## src/rtl/uart_tx_fifo.sv

```systemverilog
// UART transmitter fed by a valid/ready byte FIFO; runtime-configurable 5-8 data bits,
// none/even/odd parity and 1 or 2 stop bits, with back-to-back frames and no idle gap.
module uart_tx_fifo #(
  parameter int unsigned FIFO_DEPTH = 4,
  parameter int unsigned CPB_W      = 16
) (
  input  logic                          clk,
  input  logic                          rst,
  input  logic [CPB_W-1:0]              cfg_cpb,
  input  logic [1:0]                    cfg_data_bits,
  input  logic [1:0]                    cfg_parity,
  input  logic                          cfg_stop2,
  input  logic                          s_valid,
  input  logic [7:0]                    s_data,
  output logic                          s_ready,
  output logic                          tx_serial,
  output logic                          tx_busy,
  output logic                          tx_done,
  output logic [$clog2(FIFO_DEPTH):0]   fifo_count
);

  localparam int unsigned AW = $clog2(FIFO_DEPTH);
  localparam int unsigned CW = AW + 1;
  localparam logic [CW-1:0] DEPTH_C = CW'(FIFO_DEPTH);

  typedef enum logic [2:0] {IDLE, START, DATA, PARITY, STOP} state_t;

  state_t           state;
  logic [7:0]       mem [FIFO_DEPTH];
  logic [AW-1:0]    wr_ptr, rd_ptr;
  logic             push, pop, fifo_nonempty;
  logic [CPB_W-1:0] cpb_q, bit_cnt;
  logic [7:0]       data_q, data_mask;
  logic [2:0]       last_idx_q, bit_idx;
  logic             par_en_q, par_odd_q, stop2_q;
  logic             period_end, frame_end, parity_bit;

  assign s_ready       = fifo_count < DEPTH_C;
  assign push          = s_valid && s_ready;
  assign fifo_nonempty = fifo_count != '0;
  assign period_end    = bit_cnt == cpb_q;
  // bit_idx counts stop periods; the frame ends on the period matching the stop count
  assign frame_end     = (state == STOP) && period_end && (bit_idx[0] == stop2_q);
  assign pop           = fifo_nonempty && ((state == IDLE) || frame_end);
  assign tx_done       = frame_end;
  assign tx_busy       = state != IDLE;

  always_comb begin
    data_mask  = 8'hFF >> (3'd7 - last_idx_q);
    parity_bit = (^(data_q & data_mask)) ^ par_odd_q;
  end

  always_ff @(posedge clk) begin
    if (push) mem[wr_ptr] <= s_data;
  end

  always_ff @(posedge clk) begin
    if (rst) begin
      wr_ptr     <= '0;
      rd_ptr     <= '0;
      fifo_count <= '0;
    end else begin
      if (push) wr_ptr <= wr_ptr + AW'(1);
      if (pop)  rd_ptr <= rd_ptr + AW'(1);
      case ({push, pop})
        2'b10:   fifo_count <= fifo_count + CW'(1);
        2'b01:   fifo_count <= fifo_count - CW'(1);
        default: ;
      endcase
    end
  end

  always_ff @(posedge clk) begin
    if (rst) begin
      state      <= IDLE;
      tx_serial  <= 1'b1;
      bit_cnt    <= '0;
      bit_idx    <= '0;
      cpb_q      <= '0;
      data_q     <= '0;
      last_idx_q <= '0;
      par_en_q   <= 1'b0;
      par_odd_q  <= 1'b0;
      stop2_q    <= 1'b0;
    end else begin
      if (state != IDLE) bit_cnt <= period_end ? '0 : bit_cnt + CPB_W'(1);
      // A pop from IDLE or at frame end loads the next frame straight into START
      if (pop) begin
        state      <= START;
        tx_serial  <= 1'b0;
        bit_cnt    <= '0;
        data_q     <= mem[rd_ptr];
        cpb_q      <= cfg_cpb;
        last_idx_q <= {1'b0, cfg_data_bits} + 3'd4;
        par_en_q   <= (cfg_parity == 2'b01) || (cfg_parity == 2'b10);
        par_odd_q  <= cfg_parity == 2'b10;
        stop2_q    <= cfg_stop2;
      end else if (period_end) begin
        case (state)
          IDLE: ;
          START: begin
            state     <= DATA;
            bit_idx   <= '0;
            tx_serial <= data_q[0];
          end
          DATA: begin
            if (bit_idx == last_idx_q) begin
              bit_idx <= '0;
              if (par_en_q) begin
                state     <= PARITY;
                tx_serial <= parity_bit;
              end else begin
                state     <= STOP;
                tx_serial <= 1'b1;
              end
            end else begin
              bit_idx   <= bit_idx + 3'd1;
              tx_serial <= data_q[bit_idx + 3'd1];
            end
          end
          PARITY: begin
            state     <= STOP;
            tx_serial <= 1'b1;
          end
          STOP: begin
            if (frame_end) begin
              state     <= IDLE;
              tx_serial <= 1'b1;
            end else begin
              bit_idx <= bit_idx + 3'd1;
            end
          end
          default: state <= IDLE;
        endcase
      end
    end
  end

endmodule

```

## config.mk

```make
export PLATFORM = sky130hd
export DESIGN_NAME = uart_tx_fifo
export DESIGN_NICKNAME = d
export VERILOG_FILES = /design/src/rtl/uart_tx_fifo.sv
export SDC_FILE = /design/constraint.sdc
export NUM_CORES = 1
export LEC_CHECK = 0
export BUFFER_PORTS_ARGS = -buffer_cell sky130_fd_sc_hd__buf_4
export CORE_MARGIN = 1
export CORE_UTILIZATION = 25
export CTS_CLUSTER_SIZE = 25
export DETAILED_ROUTE_END_ITERATION = 6
export PLACE_DENSITY = 0.41
export SLEW_MARGIN = 20
export SYNTH_ARGS = -nofsm -noshare
export SYNTH_HDL_FRONTEND = slang
export SYNTH_SLANG_ARGS = --single-unit
```

## constraint.sdc

```tcl
create_clock -name clk -period 2.7 [get_ports clk]
set_input_delay 0.405 -clock clk [delete_from_list [all_inputs] [get_ports clk]]
set_output_delay 0.405 -clock clk [all_outputs]
set_load 0.02 [all_outputs]
```

==> impl_metrics.ini, run 1 <==
[power_and_ir_drop]
leakage_nw = 1.96
fin_total_pwr_mw = 5.26
vdd.ir_drop.worst_uv = 344
power_density_nw_per_um2 = 987

[logic_synthesis]
synth_area_um2 = 4360
synth_top_family_by_area = simple AND/OR/NAND/NOR gates
synth-main-ff-cell = dfxtp_1
synth-compound-area-share_pct = 14.8
avgSynthCellArea_um2 = 10.1
synthesis.nets = 471
synth_area_leaders = dfxtp_1 (28%), edfxtp_1 (22%), xor2_1 (5.6%)
synthMostInstantiatedCell = dfxtp_1
synth_fa_ha_area_share_pct = 2.76
yosysSeqAreaShare_pct = 49.6
ys_types = 53
synth-edff-count = 32
synth_seq_cells = 92
ys.warnings.count = 0
synth_common_cells = dfxtp_1 (60), a21oi_1 (45), o21ai_0 (42)
synth-xor-area-share_pct = 7.84
netlist_instances = 430
muxShareOfSynthArea_pct = 5.63
synthArstFlopShare_pct = 0
synthSimpleGateAreaFrac_pct = 15.4
synth_top_area_cell = dfxtp_1
synth_top_cell_area_share_pct = 27.6

[global_routing]
grt_antenna_before_repair = 0
gr-total-overflow = 0
grt_use_met3_pct = 3.48
gr-max-usage-layer = met2
use_met2_pct = 19.7
grt_pass1_wl_um = 17400
grt_use_total_pct = 12.8
grt_max_degree = 46
grt_pass1_vias = 3253
grt_use_met1_pct = 17.1

[clock_tree]
cts_buffer_depth = 2
tritoncts = done
root_buffer = clkbuf_16
clk_latency_ns = 0.35
htreeDepth = 3
cts_sinks = 92
path_clk_slew_ns = 0.06
numCtsBuffers = 9

[sta]
finalHoldViolations = 0
slew_violations = 0
finalCritPeriodShare_pct = 96.2
relSlewSlack_pct = 59.3
fmax_ghz = 0.385
setup_viol = 0
min_period_ns = 2.60
rsz0062_at_grt = true
tightest_slew_ns = 0.610
fin_setup_tns_ns = 0
clock_skew_ns = 0.00754

[drt]
drt-pass1-iter-count = 4
wl_um = 10500
via_per_inst = 4.59
ant_nets = 0
drc = 0
drtIter0Drc = 180
routedWlPerCell_um = 14.8
vias = 3248

[layout]
nFillCells = 1755
layout.cells.non_filler = 708
syn2layout_area_growth_pct = 22.4
final_area_um2 = 5330
drive_above_1_share_pct = 22.1
multi_input_area_um2 = 2050
final_core_util_pct = 31.7
seq_area_um2 = 2160
antenna_cells = 0
nNetsFinal = 524

[floorplan]
die_y_um = 134
boundaryPins = 39
die-area_um2 = 18000
coreArea_um2 = 16800
fp.dieW_um = 134
start_util_pct = 25.9
rows = 47

[worst_setup_path]
cp-end-kind = flip-flop
crit_path_max_fanout = 2
ff2ff_setup_slack_ns = 0.10
required_ns = 2.98
cpMaxStageDelayCell = dfxtp_1
critical-path-max-stage-delay_ns = 0.32
crit_chain = xor2_1, nor4_1, buf_4, nand4_1, o21ai_2, nand2_2, inv_2, ha_4, inv_2, fa_2, xor2_1, or3_1, a21oi_1
crit_arrival_ns = 2.88
start_kind = flip-flop
critical_path_class = flip-flop to flip-flop

[placement]
gp_congestion = 0.730
place_area_um2 = 5040
portBuffers = 38
hpwl_um = 7310
dp.cells = 691

[hold_path]
hold_path_class = input port to flip-flop

[run]
max_cap_viol_count = 0

[run_status]
status = finished, final reports clean
stage by stage:
| stage | hold WS (ns) | setup slack [ns] |
|---|---|---|
| after floorplan | 0.461 | 0.00929 |
| after global placement | 0.477 | -0.0261 |
| after detailed placement | 0.480 | -0.0373 |
| after CTS | 0.240 | 0.000461 |
| after global routing | 0.244 | -0.0642 |
| final | 0.258 | 0.102 |
cells in the final DEF (no fill, tap or decap), types with 7 or more instances in the layout:
master	count
buf_4	70
dfxtp_1	59
a21oi_1	45
o21ai_0	42
nand3_1	32
edfxtp_1	32
xor2_1	28
nor2_1	24
nand2_1	14
inv_1	13
xnor2_1	11
mux4_2	10
clkbuf_16	9
or3_1	8
ha_1	7
power by group:
part | internal (mW) | leakage, nW | total (mW) | switching [mW]
sequential | 1.70 | 0.783 | 1.96 | 0.261
combinational | 0.911 | 1.05 | 2.15 | 1.24
clock | 0.618 | 0.121 | 1.15 | 0.532
total | 3.23 | 1.96 | 5.26 | 2.03
worst max-delay path, delay by kind of cell (launching register included):
| family | cells | cell delay, ns |
|---|---|---|
| AND/OR/NAND/NOR | 4 | 0.84 |
| adder cells (fa/ha/maj) | 2 | 0.45 |
| AO/OA/AOI/OAI | 2 | 0.33 |
| flip-flops | 1 | 0.32 |
| XOR/XNOR | 2 | 0.30 |
| buffers and inverters | 3 | 0.28 |
cell families after synthesis:
family | count (synthesis)
xor gates and xnor gates | 39
muxes | 12
buffers and inverters | 44
DFF | 92
and+or+nand+nor | 123
AOI/OAI and AO/OA | 111
adders and majority gates | 9
registers in the layout, indices dropped and copies added, names as in the netlist:
name / cells
last_idx_q: 3
par_en_q: 1
bit_cnt: 16
rd_ptr: 2
mem: 32
cpb_q: 16
state: 3
par_odd_q: 1
fifo_count: 3
bit_idx: 3
tx_serial: 1
stop2_q: 1
wr_ptr: 2
data_q: 8
worst paths after layout:
check / endpoint / start / cells past startpoint
hold / removal: mem[3][6] / s_data[6] / 1
setup / recovery: fifo_count[2] / bit_cnt[11] / 13
hold reg to reg: cpb_q[5] / cpb_q[5] / 2
setup reg to reg: fifo_count[2] / bit_cnt[11] / 13
cell type report:
class                      count  area share [%]
multi-input combinational    294            38.4
clock inverter                 5           0.540
sequential                    92            40.6
tap                          220            5.16
clock buffer                  11            4.36
timing repair buffer          70            9.85
inverter                      16            1.13
per-layer routing:
layer,share of wire (%),up-vias
li1,-,1656
met5,0,-
met2,44,40
met1,52,1544
met3,2.9,8
met4,1.2,0
timing repair:
| item | CTS | global route |
|---|---|---|
| resized for setup | 6 | 1 |
| pin swaps | 4 | 2 |
| hold buffers | 0 | 0 |
| buffers inserted | 1 | 0 |
| endpoints found under the setup margin | 1 | 1 |
(Power assumes the default switching activity.)
==> run 2: changes to the inputs <==
Settings changed: BUFFER_PORTS_ARGS -buffer_cell sky130_fd_sc_hd__buf_4 to default, DONT_BUFFER_PORTS from default to 1, GPL_ROUTABILITY_DRIVEN from default to 0, PLACE_DENSITY 0.41 to 0.39.
==> impl_metrics.ini, run 2 (synthesized netlist as in run 1, its figures left out) <==
[drt]
wl_um = 10500
drt-pass1-iter-count = 4
vias = 3161
drtIter0Drc = 230
routedWlPerCell_um = 15.5
ant_nets = 0
drc = 0
via_per_inst = 4.66

[floorplan]
boundaryPins = 39
die_y_um = 134
die-area_um2 = 18000
rows = 47
coreArea_um2 = 16800
fp.dieW_um = 134
start_util_pct = 25.9

[clock_tree]
root_buffer = clkbuf_16
numCtsBuffers = 9
cts_buffer_depth = 2
cts_sinks = 92
htreeDepth = 3
path_clk_slew_ns = 0.07
clk_latency_ns = 0.35
tritoncts = done

[layout]
largest_registers = mem: 32 flops, bit_cnt: 16 flops, cpb_q: 16 flops
final_cell_mix = dfxtp_1 (56), a21oi_1 (44), o21ai_0 (42)
drive_above_1_share_pct = 19.2
nNetsFinal = 495
nFillCells = 1800
multi_input_area_um2 = 2070
antenna_cells = 0
seq_area_um2 = 2170
final_common_cell = dfxtp_1
regMostFlops = mem
largest_reg_flops = 32
syn2layout_area_growth_pct = 19.0

[global_routing]
grt_pass1_wl_um = 17000
grt_antenna_before_repair = 0
grt_use_total_pct = 12.5
gr-total-overflow = 0
grt_pass1_vias = 3169
grt_max_degree = 46

[power_and_ir_drop]
leakage_nw = 1.85
vdd.ir_drop.worst_uv = 384
power_density_nw_per_um2 = 1050
fin_total_pwr_mw = 5.46

[run_status]
status = finished, final reports clean

[worst_setup_path]
crit_arrival_ns = 2.86
critical_path_class = flip-flop to flip-flop
crit_path_max_fanout = 2
required_ns = 2.99
cp-end-kind = flip-flop
start_kind = flip-flop

[sta]
tightest_slew_ns = 0.624
rsz0062_at_grt = true
finalCritPeriodShare_pct = 95.2
hold_ws_ns = 0.121
relSlewSlack_pct = 58.4
finalHoldViolations = 0
slew_violations = 0
min_period_ns = 2.57
fmax_ghz = 0.389
setup_viol = 0
clock_skew_ns = 0.0121

[run]
max_cap_viol_count = 0

[hold_path]
hold_path_class = input port to flip-flop

[placement]
portBuffers = 0
hpwl_um = 7230
-- run 2: cell types whose count changed in the layout (fill, tap and decap cells not counted), sizes merged --
cell      delta
clkinvlp     -2
clkbuf       -2
clkinv       -1
buf         -29
inv          +5
-- run 2: final timing paths --
| kind | end | cells past startpoint | slack (ns) | start |
|---|---|---|---|---|
| max | state[0] | 15 | 0.13 | bit_cnt[4] |
| min | state[0] | 1 | 0.12 | rst |
| max reg2reg | state[0] | 15 | 0.13 | bit_cnt[4] |
| min reg2reg | cpb_q[11] | 2 | 0.49 | cpb_q[11] |
-- run 2: where the power goes --
group          internal [mW]  total, mW  switching (mW)
clock network          0.658       1.28           0.618
registers               1.70       1.99           0.288
logic                  0.962       2.20            1.24
-- run 2: area by class of cell --
class	count	share of cell area (%)
well taps	220	5.31
inverters	16	1.16
flip-flops and latches	92	41.8
clock inverters	7	1.42
clock buffers	9	4.34
repair buffers	41	5.94
multi-input cells	294	40.0
-- run 2: what timing repair did --
| action | 4_1_cts | 5_1_grt |
|---|---|---|
| hold buffers | 0 | 0 |
| endpoints found under the setup margin | 1 | 2 |
| gates resized for setup | 6 | 8 |
| pin swaps | 4 | 6 |
| endpoints found under the hold margin | 0 | 0 |
| cloned | 0 | 0 |
| buffers inserted | 10 | 2 |
-- run 2: critical path, stage by stage (launching register included) --
cell	delay, ns
dfxtp_1	0.32
xor2_1	0.17
nor4_2	0.32
nand4_1	0.22
o21ai_2	0.22
nand2_2	0.08
buf_4	0.13
buf_4	0.12
buf_4	0.12
buf_4	0.12
buf_4	0.12
buf_4	0.12
buf_4	0.12
buf_4	0.12
buf_4	0.12
a21oi_2	0.09
-- run 2: per-layer routing --
| metal | routed length [µm] | track usage [%] | up-vias |
|---|---|---|---|
| met1 | 5080 | 16.2 | 1512 |
| met3 | 441 | 3.70 | 10 |
| met5 | 0 | 0 | - |
| li1 | - | - | 1594 |
| met2 | 4870 | 19.8 | 45 |
| met4 | 123 | 3.60 | 0 |
-- run 2: metrics by stage --
stage | cells | util [%] | cell area, µm² | setup WS [ns] | setup TNS [ns]
floorplan | 430 | - | 4360 | 0.00929 | 0
global placement | 651 | 28.2 | 4740 | -0.0249 | -0.0249
detailed placement | 651 | 28.2 | 4740 | -0.0913 | -0.0913
CTS | 677 | 30.6 | 5140 | 0.00460 | 0
global route | 679 | 30.8 | 5180 | -0.00810 | -0.00810
finish | 679 | 30.8 | 5180 | 0.129 | 0
==> run 3: changes to the inputs <==
Settings changed: CELL_PAD_IN_SITES_DETAIL_PLACEMENT from default to 0, CELL_PAD_IN_SITES_GLOBAL_PLACEMENT from default to 1, PLACE_DENSITY 0.39 to 0.46.
==> impl_metrics.ini, run 3 (synthesized netlist as in run 1, its figures left out) <==
[floorplan]
rows = 47
die_y_um = 134
start_util_pct = 25.9
coreArea_um2 = 16800
die-area_um2 = 18000
fp.dieW_um = 134
boundaryPins = 39

[hold_path]
hold_end = state[0]
min_path_cells = 1
hold_path_class = input port to flip-flop
hp-start = rst

[worst_setup_path]
cp_top_family = simple AND/OR/NAND/NOR gates
crit_path_max_fanout = 2
cpMaxStageDelayCell = nor4_2
cpMostUsedCell = xor2_1
start_kind = flip-flop
r2r_end = fifo_count[2]
ff2ff_setup_slack_ns = 0.11
path_buf_inv = 2
reg2regPathDepth = 12
required_ns = 2.98
crit_arrival_ns = 2.88
critical-path-max-stage-delay_ns = 0.35
r2r-start = bit_cnt[8]
cp-end-kind = flip-flop
critical_path_class = flip-flop to flip-flop
crit_chain = xor2_1, nor4_2, nand4_1, o21ai_2, nand2_1, inv_2, ha_4, inv_1, fa_2, xor2_1, or3_1, a21oi_1

[sta]
tightest_slew_ns = 0.623
finalCritPeriodShare_pct = 96.1
clock_skew_ns = 0.00772
relSlewSlack_pct = 58.4
setup_ws_ns = 0.106
slew_violations = 0
min_period_ns = 2.59
fmax_ghz = 0.385
setup_viol = 0
finalHoldViolations = 0
rsz0062_at_grt = true

[placement]
portBuffers = 0
pre_cts_ws_ns = -0.0907
hpwl_um = 7400

[clock_tree]
clk_latency_ns = 0.35
cts_sinks = 92
htreeDepth = 3
path_clk_slew_ns = 0.07
numCtsBuffers = 9
cts_buffer_depth = 2
postCtsHoldBufs = 0
root_buffer = clkbuf_16
tritoncts = done

[power_and_ir_drop]
power_density_nw_per_um2 = 1040
leakage_nw = 1.84
fin_total_pwr_mw = 5.37
vdd.ir_drop.worst_uv = 396

[layout]
syn2layout_area_growth_pct = 18.3
nNetsFinal = 497
nFillCells = 1776
largest_reg_flops = 32
largest_registers = mem: 32 flops, bit_cnt: 16 flops, cpb_q: 16 flops
final_cell_mix = dfxtp_1 (58), a21oi_1 (44), buf_4 (43)
multi_input_area_um2 = 2050
seq_area_um2 = 2160
final_common_cell = dfxtp_1
antenna_cells = 0
regMostFlops = mem
drive_above_1_share_pct = 18.7

[drt]
drtIter0Drc = 164
drc = 0
routedWlPerCell_um = 15.9
wl_um = 10800
vias = 3201
ant_nets = 0
via_per_inst = 4.70
drt-pass1-iter-count = 4

[global_routing]
grt_antenna_before_repair = 1
gr-total-overflow = 0
grt_pass1_wl_um = 17900
grt_pass1_vias = 3285
grt_use_total_pct = 13.1
grt_max_degree = 46

[run_status]
status = finished, final reports clean

[run]
max_cap_viol_count = 0
[run 3: final cells by class]
| class | count | share of cell area [%] |
|---|---|---|
| sequential | 92 | 42.0 |
| inverter | 16 | 1.17 |
| tap | 220 | 5.34 |
| timing repair buffer | 43 | 6.27 |
| clock inverter | 7 | 0.971 |
| clock buffer | 9 | 4.37 |
| multi-input combinational | 294 | 39.9 |
[run 3: routing by layer]
layer | GRT usage (%) | up-vias | share of wire (%)
li1 | - | 1604 | -
met1 | 17.5 | 1527 | 47
met2 | 20.5 | 60 | 46
met3 | 3.59 | 10 | 5.5
met4 | 4.23 | 0 | 1.3
met5 | 0 | - | 0
[run 3: metrics by stage]
stage | hold WS [ns] | instances | area [µm²] | setup TNS (ns) | utilization [%]
3_3_place_gp | 0.473 | 654 | 4770 | -0.0522 | 28.3
3_5_place_dp | 0.472 | 654 | 4770 | -0.0907 | 28.3
5_1_grt | 0.0972 | 681 | 5150 | -0.0759 | 30.6
6_report | 0.121 | 681 | 5150 | 0 | 30.6
4_1_cts | 0.105 | 681 | 5150 | 0 | 30.6
2_1_floorplan | 0.461 | 430 | 4360 | 0 | -
[run 3: worst register-to-register path: cells and delay by family, from the launching register on]
family,cells,cell delay (ns)
AO/OA/AOI/OAI,2,0.33
XOR/XNOR,2,0.31
adder cells (fa/ha/maj),2,0.46
buffers and inverters,2,0.13
flip-flops,1,0.32
AND/OR/NAND/NOR,4,0.99
[run 3: worst max-delay path by stage]
stage | cells past startpoint | end | slack [ns] | startpoint
floorplan | 12 | fifo_count[2] | 0.009 | state[2]
global placement | 12 | fifo_count[2] | -0.05 | bit_cnt[11]
detailed placement | 12 | fifo_count[2] | -0.09 | bit_cnt[11]
CTS | 12 | fifo_count[2] | 0.01 | bit_cnt[3]
global route | 12 | fifo_count[2] | -0.08 | bit_cnt[8]
finish | 12 | fifo_count[2] | 0.11 | bit_cnt[8]
[run 3: power breakdown]
part           internal, mW  total, mW  switching (mW)
clock                 0.630       1.20           0.568
combinational         0.944       2.18            1.24
sequential             1.70       1.99           0.285
total                  3.28       5.37            2.09
[run 3: timing repair]
| item | 4_1_cts | 5_1_grt |
|---|---|---|
| resized for setup | 6 | 2 |
| pin swaps | 4 | 5 |
| buffers inserted | 11 | 1 |
| endpoints found under the setup margin | 1 | 3 |
